File: config.mk
export PLATFORM = sky130hd
export DESIGN_NAME = sram_addr_req_queue
export DESIGN_NICKNAME = d
export VERILOG_FILES = /design/src/rtl/sram_addr_req_queue.sv
export SDC_FILE = /design/constraint.sdc
export NUM_CORES = 1
export LEC_CHECK = 0
export ABC_AREA = 1
export BUFFER_PORTS_ARGS = -buffer_cell sky130_fd_sc_hd__buf_2
export CORE_ASPECT_RATIO = 1.5
export CORE_MARGIN = 2
export CORE_UTILIZATION = 39
export DETAILED_ROUTE_END_ITERATION = 10
export RECOVER_POWER = 25
export SLEW_MARGIN = 20
export SYNTH_ARGS = -nofsm -noshare
export SYNTH_HDL_FRONTEND = slang
export SYNTH_SLANG_ARGS = --single-unit
export TNS_END_PERCENT = 20
File: constraint.sdc
create_clock -name clk -period 3.17 [get_ports clk]
set_input_delay 0.634 -clock clk [delete_from_list [all_inputs] [get_ports clk]]
set_output_delay 0.634 -clock clk [all_outputs]
set_load 0.005 [all_outputs]
File: src/rtl/sram_addr_req_queue.sv
// Elastic read-address queue between the Driver and the SRAM controller, throttled by reads in flight.
// Optional stall statistics are enabled by defining SRAM_ADDR_REQ_QUEUE_STATS_EN.
module sram_addr_req_queue #(
  parameter int unsigned ADDR_WIDTH      = 12,
  parameter int unsigned DEPTH           = 4,
  parameter int unsigned MAX_OUTSTANDING = 4
) (
  input  logic                    clk,
  input  logic                    rst,
  input  logic                    s_addr_valid_i,
  output logic                    s_addr_ready_o,
  input  logic [ADDR_WIDTH-1:0]   s_addr_i,
  output logic                    m_addr_valid_o,
  input  logic                    m_addr_ready_i,
  output logic [ADDR_WIDTH-1:0]   m_addr_o,
  input  logic                    rsp_valid_i,
  input  logic                    rsp_ready_i,
  output logic [$clog2(DEPTH):0]  occupancy_o,
  output logic [7:0]              outstanding_o,
  output logic                    err_o
`ifdef SRAM_ADDR_REQ_QUEUE_STATS_EN
  ,
  output logic [31:0]             stall_full_cnt_o,
  output logic [31:0]             stall_throttle_cnt_o
`endif
);

  localparam int unsigned IDX_W = $clog2(DEPTH);
  localparam int unsigned PTR_W = IDX_W + 1;
  localparam logic [7:0]  MAX_OUT = 8'(MAX_OUTSTANDING);

  logic [ADDR_WIDTH-1:0] mem [DEPTH];
  logic [PTR_W-1:0]      wr_ptr;
  logic [PTR_W-1:0]      rd_ptr;
  logic                  empty;
  logic                  full;
  logic                  push;
  logic                  pop;
  logic                  rsp_hs;
  logic                  throttled;

  assign empty     = (wr_ptr == rd_ptr);
  assign full      = (wr_ptr[IDX_W-1:0] == rd_ptr[IDX_W-1:0]) &&
                     (wr_ptr[IDX_W] != rd_ptr[IDX_W]);
  assign throttled = (outstanding_o >= MAX_OUT);

  assign s_addr_ready_o = !full;
  assign m_addr_valid_o = !empty && !throttled;
  assign m_addr_o       = mem[rd_ptr[IDX_W-1:0]];
  assign occupancy_o    = wr_ptr - rd_ptr;

  assign push   = s_addr_valid_i && s_addr_ready_o;
  assign pop    = m_addr_valid_o && m_addr_ready_i;
  assign rsp_hs = rsp_valid_i && rsp_ready_i;

  // Storage is deliberately left out of reset; only the pointers define validity.
  always_ff @(posedge clk) begin
    if (push) begin
      mem[wr_ptr[IDX_W-1:0]] <= s_addr_i;
    end
  end

  always_ff @(posedge clk) begin
    if (rst) begin
      wr_ptr <= '0;
      rd_ptr <= '0;
    end else begin
      if (push) wr_ptr <= wr_ptr + PTR_W'(1);
      if (pop)  rd_ptr <= rd_ptr + PTR_W'(1);
    end
  end

  // Issue is blocked at MAX_OUTSTANDING, so the increment cannot wrap the counter.
  always_ff @(posedge clk) begin
    if (rst) begin
      outstanding_o <= '0;
      err_o         <= 1'b0;
    end else begin
      unique case ({pop, rsp_hs})
        2'b10: outstanding_o <= outstanding_o + 8'd1;
        2'b01: begin
          if (outstanding_o == '0) begin
            err_o <= 1'b1;
          end else begin
            outstanding_o <= outstanding_o - 8'd1;
          end
        end
        default: outstanding_o <= outstanding_o;
      endcase
    end
  end

`ifdef SRAM_ADDR_REQ_QUEUE_STATS_EN
  always_ff @(posedge clk) begin
    if (rst) begin
      stall_full_cnt_o     <= '0;
      stall_throttle_cnt_o <= '0;
    end else begin
      if (s_addr_valid_i && full && (stall_full_cnt_o != '1)) begin
        stall_full_cnt_o <= stall_full_cnt_o + 32'd1;
      end
      if (!empty && (outstanding_o == MAX_OUT) && (stall_throttle_cnt_o != '1)) begin
        stall_throttle_cnt_o <= stall_throttle_cnt_o + 32'd1;
      end
    end
  end
`endif

endmodule

==> impl_metrics.toml, run 1 <==
[timing]
hold_viol = 0
finalCritPeriodShare_pct = 83.4
fin_crit_ns = 2.64
clock_skew_ns = 0.00698
max_freq_mhz = 378
rsz0062_at_grt = "false"
slew_headroom_pct = 52.4
fin_hold_ws_ns = 0.468
setup_viol = 0
worst_pin_slew_ns = 0.713
slew_viol_final = 0
setup_tns_ns = 0

[detailed_routing]
wire_per_inst_um = 13.6
drc_errors = 0
vias = 2131
wl_mm = 6.02
first_iter_violations = 77
firstDrtPassIters = 4
vias_per_cell = 4.83
drtAntennaViolNets = 0

[synth]
yosysSeqAreaShare_pct = 58.9
synth_seq_cells = 65
synth_cell_types = 35
syn-num-nets = 314
yosys.area.top_type_share_pct = 47.7
yosysMostFrequentCell = "edfxtp_1"
dominantRegCellSynth = "edfxtp_1"
netlist_area_mm2 = 0.00302
synth_area_leader_cell = "edfxtp_1"
synth_edf_count = 48
synth_cells = 281
ys.warnings.count = 0
synth_commonest_cells = "48 x edfxtp_1, 44 x nor2_1, 29 x nand2_1"
avgSynthCellArea_um2 = 10.8
ys_top_cells_by_area = "edfxtp_1 48%, dfxtp_1 11%, nor2_1 5.5%"
synthArstFlopShare_pct = 0

[run_status]
outcome = "completed"

[finish]
n_antenna_cell = 0
final_area_mm2 = 0.00368
drive_above_1_share_pct = 23.3
nets = 367
areaGrowthSynthToFinish_pct = 21.8
nFillCells = 705

[placed_design]
portBuffers = 43
dp_hpwl_mm = 4.17
placed_area_mm2 = 0.00338
gp_congestion = 0.806

[clock_tree]
cts_max_path_buffers = 2
htreeDepth = 3
cts_hold_buffers = 0
clock_latency_ns = 0.32
clock-sinks = 65
numCtsBuffers = 9
clk_pin_slew_ns = 0.06
root_buffer = "clkbuf_16"
cts_resized = 0
postCtsSetupBuffers = 0
cts_tree = "built"

[floorplan]
fp.coreArea_mm2 = 0.00756
num_rows = 39
chipWidth_um = 75.9
dieArea_mm2 = 0.00849
io_pins = 44
fp.dieH_um = 112
initial_core_util_pct = 40.0

[worst_setup_path]
end_kind = "flop"
crit_arrival_ns = 2.86
worstSetupPathType = "reg2reg"
required_ns = 3.39
path_buf_inv = 3
cpMostUsedCell = "nor2_1"
slowest_stage = "dfxtp_1"
start_kind = "flop"
path_delay_family = "simple AND/OR/NAND/NOR gates"
slowest_delay_ns = 0.35
path_cells = "inv_1, ha_1, nand2_1, inv_1, nand3_1, nand3_4, nand2_4, inv_4, ha_1, or2_2, nand2_1, nor2_1, nor2_1, nand4_1, a21oi_1, nor2_1"
r2r_setup_slack_ns = 0.53
cp_max_fo = 7

[power]
vdd_drop_max_mv = 0.466
p_per_area_mw_per_mm2 = 918
power.leakage_uw = 0.00153

[min_path]
holdCritPathClass = "reg2reg"

[global_route]
grt_pass1_vias = 2222
overflow = 0
grt_pass1_wl_mm = 10.1
antenna_found_initial = 0
grt_usage_pct = 15.3
grt_max_degree = 25

[job]
drv_cap = 0
## cell type report
type	count	area, um^2	share of cell area [%]
flip-flops and latches	65	1780	48.4
multi-input cells	182	1100	29.9
repair buffers	49	249	6.76
clock buffers	9	225	6.11
well taps	102	128	3.46
inverters	27	104	2.82
clock inverters	7	95.1	2.58
## power by group
part / total, uW / internal, uW / leakage [uW] / switching, uW
registers: 1110 / 1020 / 0.000580 / 94.0
logic: 1240 / 496 / 0.000796 / 746
clock network: 1030 / 687 / 0.000157 / 342
## cell families after synthesis
logic type | Yosys count | synth area share (%)
buf+inv | 34 | 4.63
compound gates | 54 | 9.89
flops | 65 | 58.9
simple gates | 107 | 18.1
fa+ha+maj | 15 | 6.70
xor+xnor | 6 | 1.74
## cells in the final DEF, fill, tap and decap left out, types with 2 or more instances in the layout
| cell | n |
|---|---|
| nand2_2 | 7 |
| nor2_1 | 44 |
| o22ai_1 | 12 |
| nand2_1 | 29 |
| clkbuf_1 | 9 |
| dfxtp_1 | 17 |
| o21bai_1 | 2 |
| ha_1 | 13 |
| nand3_1 | 5 |
| inv_1 | 25 |
| a21oi_1 | 8 |
| buf_2 | 34 |
| nand2_4 | 2 |
| buf_4 | 6 |
| nand4_1 | 4 |
| o21ai_0 | 28 |
| nand2_8 | 2 |
| clkbuf_16 | 9 |
| nor2_2 | 6 |
| bufinv_16 | 2 |
| fa_1 | 2 |
| edfxtp_1 | 48 |
| xnor2_1 | 2 |
| clkinv_4 | 3 |
| xor2_1 | 4 |
## worst paths after layout
| kind | from | cells past startpoint | to |
|---|---|---|---|
| max | wr_ptr[0] | 16 | outstanding_o[7] |
| min | err_o | 1 | err_o |
| max reg2reg | wr_ptr[0] | 16 | outstanding_o[7] |
| min reg2reg | err_o | 1 | err_o |
## flip-flops by register name, indices dropped and copies added, names as in the netlist, named ones only
signal and count:
mem 48, wr_ptr 3, err_o 1, rd_ptr 3, outstanding_o 8
## worst register-to-register path: stages (launching register included)
cell and delay (ns):
dfxtp_1 0.35, inv_1 0.10, ha_1 0.31, nand2_1 0.06, inv_1 0.05, nand3_1 0.12, nand3_4 0.14, nand2_4 0.11
inv_4 0.07, ha_1 0.32, or2_2 0.28, nand2_1 0.13, nor2_1 0.06, nor2_1 0.12, nand4_1 0.12, a21oi_1 0.15
nor2_1 0.06
## layer usage
metal / wire, um / track usage, % / up-vias
met4: 65 / 5.94 / 0
met3: 284 / 4.29 / 6
met5: 0 / 0 / -
met2: 3250 / 28.6 / 54
met1: 2420 / 16.1 / 1005
li1: - / - / 1066
## stage by stage
stage / cells / utilization (%) / total power, uW / worst slack [ns]
detailed placement: 425 / 44.6 / 2380 / 0.517
floorplan: 281 / - / 1980 / 0.721
CTS: 441 / 48.9 / 3430 / 0.514
finish: 441 / 48.7 / 3380 / 0.525
global route: 441 / 48.7 / 3630 / 0.230
global placement: 425 / 44.6 / 2370 / 0.577
(Power assumes the default switching activity.)
==> run 2: changes to the inputs <==
Clock period 3.17 ns to 2.3 ns, I/O delays scaled along.
==> run 2 against run 1 <==
  * Final area increased by 5.2%
  * Routed wire length increased by 5.8%
  * Largest cell class unchanged
  * Sequential power increased by 35%
  * Sequential share of layout area decreased by 2.3 points
  * Critical path depth decreased by 1
  * Cell count increased by 3.6%
  * Highest routed layer unchanged
  * Critical endpoint unchanged
  * Utilization increased by 2.5 points
==> impl_metrics.toml, run 2 (synthesis results as in run 1) <==
[timing]
hold_viol = 0
setup_viol = 0
fin_crit_ns = 2.18
slew_headroom_pct = 73.0
clock_skew_ns = 0.00264
slew_viol_final = 0
worst_pin_slew_ns = 0.405
rsz0062_at_grt = "true"
finalCritPeriodShare_pct = 94.7
max_freq_mhz = 459

[global_route]
grt_usage_pct = 15.8
antenna_found_initial = 0
grt_max_degree = 25
grt_pass1_vias = 2190
grt_pass1_wl_mm = 10.4
overflow = 0

[min_path]
hold_depth = 1
hold_end = "mem[1][7]"
holdCritPathClass = "in2reg"
hp-start = "s_addr_i[7]"

[finish]
nets = 383
largest_reg_flops = 48
utilization_pct = 51.2
nFillCells = 707
final_cells = 457
areaGrowthSynthToFinish_pct = 28.1
multiInputGateArea_mm2 = 0.00120
n_antenna_cell = 0
drive_above_1_share_pct = 31.5
final_cell_mix = "48 x edfxtp_1, 42 x nor2_1, 33 x buf_2, 28 x o21ai_0, 26 x nand2_1"
seq_area_mm2 = 0.00179
mostFrequentLayoutCell = "edfxtp_1"
final_area_mm2 = 0.00387

[placed_design]
gp_congestion = 0.870
placed_area_mm2 = 0.00350
portBuffers = 43
dp.cells = 438
dp_hpwl_mm = 4.37

[floorplan]
dieArea_mm2 = 0.00849
fp.coreArea_mm2 = 0.00756
num_rows = 39
chipWidth_um = 75.9
fp.dieH_um = 112
initial_core_util_pct = 40.0
io_pins = 44

[job]
drv_cap = 0

[clock_tree]
cts_tree = "built"
cts_max_path_buffers = 2
clk_pin_slew_ns = 0.05
root_buffer = "clkbuf_16"
clock-sinks = 65
htreeDepth = 3
clock_latency_ns = 0.32
numCtsBuffers = 9

[worst_setup_path]
required_ns = 2.52
timing.rr.start = "outstanding_o[7]"
rr_endpoint = "outstanding_o[7]"
cp_max_fo = 7
end_kind = "flop"
r2r_setup_slack_ns = 0.12
rr_worst_depth = 15
worstSetupPathType = "reg2reg"
crit_arrival_ns = 2.40
start_kind = "flop"

[detailed_routing]
firstDrtPassIters = 4
drtAntennaViolNets = 0
vias = 2184
wl_mm = 6.36
vias_per_cell = 4.78
wire_per_inst_um = 13.9
drc_errors = 0
first_iter_violations = 71

[run_status]
outcome = "completed"

[power]
power.leakage_uw = 0.00159
vdd_drop_max_mv = 0.600
p_per_area_mw_per_mm2 = 1240
run 2: cell type report:
cell class                 instances  area share, %
clock buffer                      10           5.91
clock inverter                     6           1.52
inverter                          27           2.74
multi-input combinational        182           31.0
sequential                        65           46.1
tap                              102           3.29
timing repair buffer              65           9.49
run 2: worst max-delay path by stage:
stage,startpoint,cells past startpoint,slack (ns),to
floorplan,rd_ptr[1],16,0.02,outstanding_o[7]
global placement,wr_ptr[0],16,0.05,outstanding_o[7]
detailed placement,wr_ptr[0],16,-0.001,outstanding_o[7]
CTS,wr_ptr[0],16,0.002,outstanding_o[7]
global route,rd_ptr[1],16,-0.04,outstanding_o[7]
finish,outstanding_o[7],15,0.12,outstanding_o[7]
run 2: critical path, stage by stage, from the launching register on:
cell     delay [ns]
dfxtp_1        0.32
nor2_1         0.24
nand2_4        0.10
nor2_8         0.13
nand3_4        0.09
nand2_4        0.09
inv_6          0.06
ha_1           0.34
nand2_1        0.09
inv_1          0.04
nand2_1        0.05
nand2_1        0.06
nor2_2         0.12
nand4_1        0.13
a21oi_1        0.15
nor2_1         0.05
run 2: timing repair:
item / CTS / global route
hold buffers: 0 / 0
endpoints found under the hold margin: 0 / 0
pin swaps: 5 / 9
endpoints found under the setup margin: 1 / 5
setup buffers: 2 / 1
gates resized for setup: 1 / 16
run 2: through the flow:
stage          total power, uW  setup TNS, ns  worst slack, ns  hold WS, ns
2_1_floorplan             2760              0           0.0187        0.443
3_3_place_gp              3400              0           0.0549        0.457
3_5_place_dp              3430       -0.00129         -0.00129        0.479
4_1_cts                   4760              0          0.00207        0.339
5_1_grt                   5130        -0.0397          -0.0397        0.358
6_report                  4800              0            0.121        0.359
run 2: layer usage:
metal  part of all wire (%)  vias to the layer above  GRT usage [%]
met2                     54                       43           28.8
met4                    1.5                        0           7.03
li1                       -                     1101              -
met5                      0                        -              0
met1                     40                     1035           17.0
met3                    4.0                        5           4.38
run 2: where the power goes:
group / total (uW) / leakage [uW] / switching [uW] / internal (uW)
sequential: 1500 / 0.000581 / 94.4 / 1410
clock: 1300 / 0.000136 / 473 / 830
combinational: 2000 / 0.000878 / 1140 / 858
total: 4800 / 0.00159 / 1700 / 3090
